==> src/rtl/sram_port_arbiter.sv <==
// Shared-port front end for the delay-line SRAM: independent read and write channels,
// each arbitrating N_PORTS requesters. Define SRAM_ARB_FIXED_PRIORITY_EN for fixed priority.
module sram_port_arbiter #(
   parameter int N_PORTS = 4,
   parameter int ADDR_W  = 14,
   parameter int DATA_W  = 16,
   parameter int TIMEOUT = 15
) (
   input  logic                        clk,
   input  logic                        reset,
   input  logic [N_PORTS-1:0]          rd_req,
   input  logic [N_PORTS*ADDR_W-1:0]   rd_addr,
   output logic [N_PORTS-1:0]          rd_ack,
   output logic                        rd_err,
   output logic [DATA_W-1:0]           rd_data,
   input  logic [N_PORTS-1:0]          wr_req,
   input  logic [N_PORTS*ADDR_W-1:0]   wr_addr,
   input  logic [N_PORTS*DATA_W-1:0]   wr_data,
   output logic [N_PORTS-1:0]          wr_ack,
   output logic                        wr_err,
   output logic                        mem_read,
   output logic [ADDR_W-1:0]           mem_read_addr,
   input  logic [DATA_W-1:0]           mem_data_out,
   input  logic                        mem_read_ready,
   input  logic                        mem_invalid_read,
   output logic                        mem_write,
   output logic [ADDR_W-1:0]           mem_write_addr,
   output logic [DATA_W-1:0]           mem_data_in,
   input  logic                        mem_write_ready,
   input  logic                        mem_invalid_write
);
   // state | meaning
   // IDLE  | waiting for a request while memory is ready; picks and latches winner
   // ISSUE | strobe high for one cycle, watchdog loaded
   // WAIT  | waiting for invalid pulse, ready low->high, or watchdog expiry
   // GAP   | one quiet cycle covering the memory's post-completion busy cycle
   localparam int IW = $clog2(N_PORTS);
   localparam int TW = $clog2(TIMEOUT + 1);

   typedef enum logic [1:0] {IDLE, ISSUE, WAIT, GAP} state_t;

   // Channel 0 is read, channel 1 is write; the FSMs are identical.
   for (genvar c = 0; c < 2; c++) begin : g_ch
      localparam bit IS_RD = (c == 0);

      logic [N_PORTS-1:0]        req;
      logic [N_PORTS*ADDR_W-1:0] req_addr;
      logic [N_PORTS*DATA_W-1:0] req_data;
      logic                      mem_ready;
      logic                      mem_invalid;

      state_t                    state, state_nxt;
      logic [IW-1:0]             win, idx_q;
      logic                      any_req, grant, ack_ok, ack_bad;
      logic                      seen_low, strobe, err;
      logic [ADDR_W-1:0]         sel_addr, addr_q;
      logic [DATA_W-1:0]         sel_data, data_q;
      logic [N_PORTS-1:0]        ack;
      logic [TW-1:0]             wdog;

      assign req         = IS_RD ? rd_req : wr_req;
      assign req_addr    = IS_RD ? rd_addr : wr_addr;
      assign req_data    = IS_RD ? '0 : wr_data;
      assign mem_ready   = IS_RD ? mem_read_ready : mem_write_ready;
      assign mem_invalid = IS_RD ? mem_invalid_read : mem_invalid_write;

`ifdef SRAM_ARB_FIXED_PRIORITY_EN
      always_comb begin
         win     = '0;
         any_req = 1'b0;
         for (int i = N_PORTS - 1; i >= 0; i--) begin
            if (req[i]) begin
               win     = IW'(i);
               any_req = 1'b1;
            end
         end
      end
`else
      logic [IW-1:0] rr_ptr;
      logic [IW-1:0] cand;

      // Scan downward so the candidate closest to the pointer is the last one written.
      always_comb begin
         win     = '0;
         any_req = 1'b0;
         cand    = '0;
         for (int i = N_PORTS - 1; i >= 0; i--) begin
            cand = IW'((int'(rr_ptr) + i) % N_PORTS);
            if (req[cand]) begin
               win     = cand;
               any_req = 1'b1;
            end
         end
      end

      always_ff @(posedge clk) begin
         if (reset)
            rr_ptr <= '0;
         else if (grant)
            rr_ptr <= (win == IW'(N_PORTS - 1)) ? '0 : win + IW'(1);
      end
`endif

      always_comb begin
         sel_addr = '0;
         sel_data = '0;
         for (int i = 0; i < N_PORTS; i++) begin
            if (win == IW'(i)) begin
               sel_addr = req_addr[i*ADDR_W +: ADDR_W];
               sel_data = req_data[i*DATA_W +: DATA_W];
            end
         end
      end

      always_ff @(posedge clk) begin
         if (reset)
            state <= IDLE;
         else
            state <= state_nxt;
      end

      always_comb begin
         state_nxt = state;
         grant     = 1'b0;
         ack_ok    = 1'b0;
         ack_bad   = 1'b0;
         case (state)
            IDLE: begin
               if (any_req && mem_ready) begin
                  grant     = 1'b1;
                  state_nxt = ISSUE;
               end
            end
            ISSUE: state_nxt = WAIT;
            WAIT: begin
               if (mem_invalid)
                  ack_bad = 1'b1;
               else if (seen_low && mem_ready)
                  ack_ok = 1'b1;
               else if (wdog == TW'(1))
                  ack_bad = 1'b1;
               if (ack_ok || ack_bad)
                  state_nxt = GAP;
            end
            GAP:     state_nxt = IDLE;
            default: state_nxt = IDLE;
         endcase
      end

      always_ff @(posedge clk) begin
         if (reset) begin
            idx_q    <= '0;
            addr_q   <= '0;
            data_q   <= '0;
            strobe   <= 1'b0;
            ack      <= '0;
            err      <= 1'b0;
            seen_low <= 1'b0;
            wdog     <= '0;
         end else begin
            strobe <= grant;
            ack    <= '0;
            err    <= 1'b0;
            if (grant) begin
               idx_q  <= win;
               addr_q <= sel_addr;
               data_q <= sel_data;
            end
            if (state == ISSUE) begin
               seen_low <= 1'b0;
               wdog     <= TW'(TIMEOUT);
            end
            if (state == WAIT) begin
               wdog <= wdog - TW'(1);
               if (!mem_ready)
                  seen_low <= 1'b1;
            end
            if (ack_ok || ack_bad) begin
               ack <= N_PORTS'(1) << idx_q;
               err <= ack_bad;
               if (ack_ok && IS_RD)
                  data_q <= mem_data_out;
            end
         end
      end
   end

   assign mem_read       = g_ch[0].strobe;
   assign mem_read_addr  = g_ch[0].addr_q;
   assign rd_ack         = g_ch[0].ack;
   assign rd_err         = g_ch[0].err;
   assign rd_data        = g_ch[0].data_q;
   assign mem_write      = g_ch[1].strobe;
   assign mem_write_addr = g_ch[1].addr_q;
   assign mem_data_in    = g_ch[1].data_q;
   assign wr_ack         = g_ch[1].ack;
   assign wr_err         = g_ch[1].err;
endmodule

==> config.mk <==
export PLATFORM = sky130hd
export DESIGN_NAME = sram_port_arbiter
export DESIGN_NICKNAME = d
export VERILOG_FILES = /design/src/rtl/sram_port_arbiter.sv
export SDC_FILE = /design/constraint.sdc
export NUM_CORES = 1
export LEC_CHECK = 0
export BUFFER_PORTS_ARGS = -buffer_cell sky130_fd_sc_hd__buf_2
export CORE_ASPECT_RATIO = 0.7
export CORE_MARGIN = 4
export CORE_UTILIZATION = 45
export CTS_CLUSTER_DIAMETER = 50
export DETAILED_ROUTE_END_ITERATION = 6
export MAX_ROUTING_LAYER = met4
export PLACE_DENSITY = 0.9
export SLEW_MARGIN = 20
export SYNTH_ARGS = -nofsm -noshare
export SYNTH_HDL_FRONTEND = slang
export SYNTH_SLANG_ARGS = --single-unit
==> constraint.sdc <==
create_clock -name clk -period 2.9 [get_ports clk]
set_clock_uncertainty 0.1 [all_clocks]
set_input_delay 0 -clock clk [delete_from_list [all_inputs] [get_ports clk]]
set_output_delay 0 -clock clk [all_outputs]
set_load 0.01 [all_outputs]
After elaboration in Yosys (flattened, before gate mapping)

Index checks and enable logic that the tools add are counted.

Input port bits: 206
Output and inout port bits: 72
Bits in registers: 94
Logic and storage cells: 165

Eq/ne operators: 18
Order comparisons: 8
Add/sub/neg operators: 10
Bitwise operators: 2
Mux-type cells: 87
Reduce and logical (&&, ||, !) cells: 18
Shifts and indexed selects: 2

Operators with widths:

| operator                                            | number |
|---|---|
| two-way mux 14 bit                                  | 8 |
| two-way mux 16 bit                                  | 7 |
| two-way mux 1 bit                                   | 44 |
| two-way mux 2 bit                                   | 14 |
| < comparator 2 x 3 -> 1 bit, second input constant  | 8 |
| binary-select mux 1 bit (select 2 bit)              | 8 |
| equality test 2 bit, second input constant          | 8 |
| two-way mux 4 bit                                   | 4 |
| case mux 2 bit (4 select lines)                     | 2 |
| adder 2 x 1 -> 2 bit, second input constant         | 4 |
| adder 2 bit, second input constant                  | 4 |
| equality test 2 x 1 -> 1 bit, second input constant | 4 |
| equality test 4 x 1 -> 1 bit, second input constant | 2 |
| logical NOT 2 bit                                   | 4 |
| inequality test 2 bit, second input constant        | 4 |
| << shifter 1 x 2 -> 4 bit, first input constant     | 2 |
| subtractor 4 x 1 -> 4 bit, second input constant    | 2 |
| logical AND 1 bit                                   | 4 |
| logical OR 1 bit                                    | 4 |
| AND reduction 2 bit                                 | 2 |
| nonzero test 2 bit                                  | 2 |
| OR reduction 2 bit                                  | 2 |
| NOT 1 bit                                           | 2 |

Depth between registers and ports, before layout

Depth in word-level cells: 13
Mapped depth: 11
Depth with buffers taken out: 9

Worst setup path after synthesis

OpenSTA, ideal clock, no wires.

Kind: flip-flop to flip-flop
From: register g_ch[0].rr_ptr[0]
To: register g_ch[0].addr_q[10] (netlist: mem_read_addr[10])
Clock period less this slack: 2122 ps
Arrival time: 1901 ps
Cell stages (with the launch flop): 12
Path buffers: 2
Path slack: 778 ps
Data required time: 2678 ps
Library setup time: 122 ps
Path through: dfxtp_1 -> nor2b_1 -> a21o_1 -> a221oi_2 -> inv_1 -> ha_1 -> buf_2 -> buf_1 -> a21oi_1 -> o21ai_0 -> a22oi_1 -> a21oi_1

Longest elaborated chain between the ends: 12
Elaborated cells on any way between the ends: 30
Classes of those cells: add/sub: 3; eq/ne: 3; mux: 22; reduce/logical: 2

RTL lines:

| what                                    | RTL line | RTL |
|---|---|---|
| from (decl)                             | 79       | `logic [IW-1:0] rr_ptr;` |
| from (signal assigned)                  | 100      | `rr_ptr <= (win == IW'(N_PORTS - 1)) ? '0 : win + IW'(1);` |
| adder 2 bit                             | 88       | `cand = IW'((int'(rr_ptr) + i) % N_PORTS);` |
| binary-select mux 1 bit (select 2 bit)  | 89       | `if (req[cand]) begin` |
| two-way mux 1 bit (implied by the code) | 89       |  |
| two-way mux 2 bit (3 in a row)          | 89       |  |
| two-way mux 2 bit *                     | 89       |  |
| net g_ch[0].win[0]                      | 53       | `logic [IW-1:0] win, idx_q;` |
| logical NOT 2 bit                       | 108      | `if (win == IW'(i)) begin` |
| two-way mux 14 bit (3 in a row)         | 108      |  |
| two-way mux 14 bit *                    | 108      |  |
| to (signal assigned)                    | 166      | `addr_q <= sel_addr;` |
| to (decl)                               | 56       | `logic [ADDR_W-1:0] sel_addr, addr_q;` |

Mark *: on every way through the listed nets, which the timed path passes. The rest lies on a longest branch. The select of a mux whose other input is x is not followed.
A chain may end at the register's enable or synchronous reset.

Worst setup path in the final report

From: register g_ch[0].rr_ptr[1]
To: register g_ch[0].addr_q[5] (netlist: mem_read_addr[5])

The elaborated chain is that of the path after synthesis.

==> flow_summary_export.csv <==
group,metric,value,unit
sta,finalSetupTns,0,ns
sta,min_period,2.713,ns
routing,via_per_inst,5.578,
global_route,grt_max_degree,64,
sta,finalSetupViolCount,0,
sta,slew_headroom,34.51,%
worst_setup_path,crit_buf_inv,1,
final_layout,multi_input_area,0.002783,mm2
sta,hold_viol_final,0,
final_layout,area_growth,51.57,%
yosys,syn_area,0.005131,mm2
final_layout,fillers,850,
worst_setup_path,crit_chain,"nand2_1 > a311oi_1 > or2_2 > inv_1 > ha_1 > a21oi_1 > o21ai_0 > a22oi_1 > a21oi_1",
worst_setup_path,crit_type,"flop to flop",
final_layout,final_common_cell,"buf_2",
yosys,synth_cells,703,
final_layout,fin_nets,1258,
global_route,antenna_found_initial,1,
sta,tightestPinTransition,0.9823,ns
global_route,grt_pass1_wl,31730,um
clock_network,clkLatencyLatePin,0.34,ns
placement,post_dp_cell_area,0.006594,mm2
pwr,max-vdd-ir-drop,0.0004944,V
sta,rsz0062_at_grt,"no",
routing,firstDrtPassIters,5,
yosys,synth_seq_cells,94,
floorplan,core,0.01109,mm2
floorplan,initial_utilization,46.27,%
global_route,grt_usage,30.21,%
placement,gp_congestion,0.9661,
clock_network,clk_path_buf_depth,2,
pwr,power_density,740.9,mW/mm2
worst_setup_path,critPathMaxStageDelay,0.51,ns
placement,io_buffers,277,
worst_setup_path,path_delay_family,"compound AO/OA/AOI/OAI gates",
routing,wl,19820,um
yosys,postSynthAreaPerCell,7.299,um2
routing,wl_per_cell,16.62,um
global_route,grt-ovfl-total,0,
hold_path,hold_path_class,"primary input to flop",
pwr,p_leak,0.003782,uW
worst_setup_path,cp-end-kind,"flop",
floorplan,core.rowCount,32,
final_layout,drive_gt1_share,30.70,%
clock_network,cts_tree,"yes",
flow_run,cap_violations,0,
sta,slew_viol_final,0,
yosys,ys_seq_area_share,36.67,%
clock_network,cts_made_buffers,9,
floorplan,die_area,0.01320,mm2
sta,timing.fmax,0.3686,GHz
clock_network,clock_sinks,94,
worst_setup_path,start_kind,"flop",
routing,vias,6655,
clock_network,ctsResizeCount,0,
clock_network,cts_root_buffer,"clkbuf_16",
worst_setup_path,required,3.02,ns
worst_setup_path,critPathMaxFanout,28,
routing,ant_nets,0,
final_layout,register_area,0.001882,mm2
routing,drc,0,
sta,post-route-period-util,93.54,%
clock_network,h-tree-depth,3,
clock_network,clk_pin_slew,0.07,ns
global_route,grt_pass1_vias,6440,
final_layout,stdcell_area,0.007777,mm2
yosys,yosys_warnings,0,
floorplan,die_w,135.6,um
outcome,status,"complete, no violations",
sta,finalWorstSetupSlack,0.1874,ns
yosys,syn-num-nets,927,
floorplan,chipHeight,97.34,um
placement,post-dp-hpwl,12620,um
floorplan,boundaryPins,278,
placement,preCtsSetupSlack,0.4244,ns
yosys,yosysUniqueCellTypes,38,
final_layout,final_cell_mix,"buf_2, a21oi_1, dfxtp_1",
worst_setup_path,arrival,2.83,ns
worst_setup_path,cpMaxStageDelayCell,"ha_1",
worst_setup_path,crit_top_cell,"a21oi_1",
routing,drt_iter0_drc,546,
-- cells in the mapped netlist --
master      n  area (um2)
a211oi_1    2       15.01
a21o_1      4       30.03
a21oi_1   167       835.8
a221oi_2    2       30.03
a22oi_1    44       330.3
a311oi_1    6       52.55
a32oi_1     2       17.52
and2_1      4       25.02
and3_1      4       25.02
and3b_1     2       17.52
and4b_1     1       10.01
buf_1       2       7.510
buf_2       7       35.03
buf_6       2       22.52
clkbuf_1   46       172.7
clkbuf_2    1       5.000
dfxtp_1    94        1882
ha_1       18       225.2
inv_1      63       236.5
mux2i_1     2       20.02
nand2_1    68       255.2
nand2b_1   14       87.58
nand3_1    19       95.09
nand4b_1    1       8.760
nor2_1     15       56.30
nor2_2      1       6.260
nor2b_1     2       12.51
nor3_1      2       10.01
nor3b_1     2       15.01
o21ai_0    85       425.4
o21ai_1     8       40.04
o221a_2     2       22.52
o31ai_1     2       15.01
o41ai_1     1       8.760
o41ai_2     2       32.53
or2_2       3       18.77
or2_4       1       8.760
or3b_1      2       17.52
-- timing repair --
action	CTS	global route
buffers inserted	0	0
hold buffers	89	0
hold endpoints to repair	64	0
setup endpoints to repair	0	0
-- sequential cells by signal (all words and copies together) (netlist names) --
signal          count
mem_write           1
mem_data_in        16
wr_err              1
g_ch.state          4
mem_read_addr      14
rd_data            16
mem_write_addr     14
rd_ack              4
rd_err              1
mem_read            1
g_ch.idx_q          4
wr_ack              4
g_ch.rr_ptr         4
g_ch.seen_low       2
g_ch.wdog           8
-- layout make-up --
| class | count | share of cell area [%] |
|---|---|---|
| sequential | 94 | 24.20 |
| tap | 153 | 2.461 |
| antenna | 1 | 0.03218 |
| clock buffer | 10 | 3.073 |
| clock inverter | 6 | 0.6596 |
| timing repair buffer | 378 | 30.76 |
| multi-input combinational | 488 | 35.78 |
| inverter | 63 | 3.041 |
-- per-layer routing --
layer | routed length [um] | track usage [%]
met5 | 0 | -
met1 | 7579 | 35.78
met3 | 1961 | 8.126
met4 | 1038 | 13.87
met2 | 9244 | 47.94
-- per-stage QoR --
| step | util [%] | hold WS, ns | std cells | total power (uW) |
|---|---|---|---|---|
| 6_report | 70.13 | 0.01455 | 1193 | 5762 |
| 5_1_grt | 70.13 | 0.04696 | 1193 | 6182 |
| 4_1_cts | 70.10 | 0.00004097 | 1192 | 5657 |
| 3_5_place_dp | 59.45 | 0.1341 | 1087 | 4399 |
| 3_3_place_gp | 59.45 | 0.1335 | 1087 | 4318 |
| 2_1_floorplan | - | 0.02067 | 703 | 3588 |
-- path summary, 6_finish.rpt --
check,startpoint,end,slack [ns],depth (start not counted)
min reg2reg,rd_data[4]$_SDFF_PP0_,rd_data[4]$_SDFF_PP0_,0.36,2
min,wr_data[23],mem_data_in[7]$_SDFFE_PP0P_,0.01,5
max reg2reg,g_ch[0].rr_ptr[1]$_SDFFE_PP0P_,mem_read_addr[5]$_SDFFE_PP0P_,0.19,9
max,g_ch[0].rr_ptr[1]$_SDFFE_PP0P_,mem_read_addr[5]$_SDFFE_PP0P_,0.19,9
-- power breakdown --
group | leakage (uW) | internal [uW] | total [uW] | switching, uW
clock network | 0.000145 | 619 | 1150 | 529
logic | 0.00287 | 1120 | 2780 | 1650
registers | 0.000771 | 1630 | 1840 | 212
total | 0.00378 | 3370 | 5760 | 2390
-- cell families after synthesis --
logic type | Yosys count | share of synthesized area [%]
flip-flops | 94 | 36.67
AO/OA/AOI/OAI | 327 | 36.16
AND/OR/NAND/NOR | 141 | 13.05
buffers and inverters | 121 | 9.339
adder cells (fa/ha/maj) | 18 | 4.389
multiplexers | 2 | 0.3902
-- worst min-delay path, cell delays in order --
cell     delay (ns)
buf_2          0.08
a21oi_1        0.05
o21ai_1        0.08
a22oi_1        0.07
a21oi_1        0.13
Note: power is estimated with default switching activity, not from simulation.
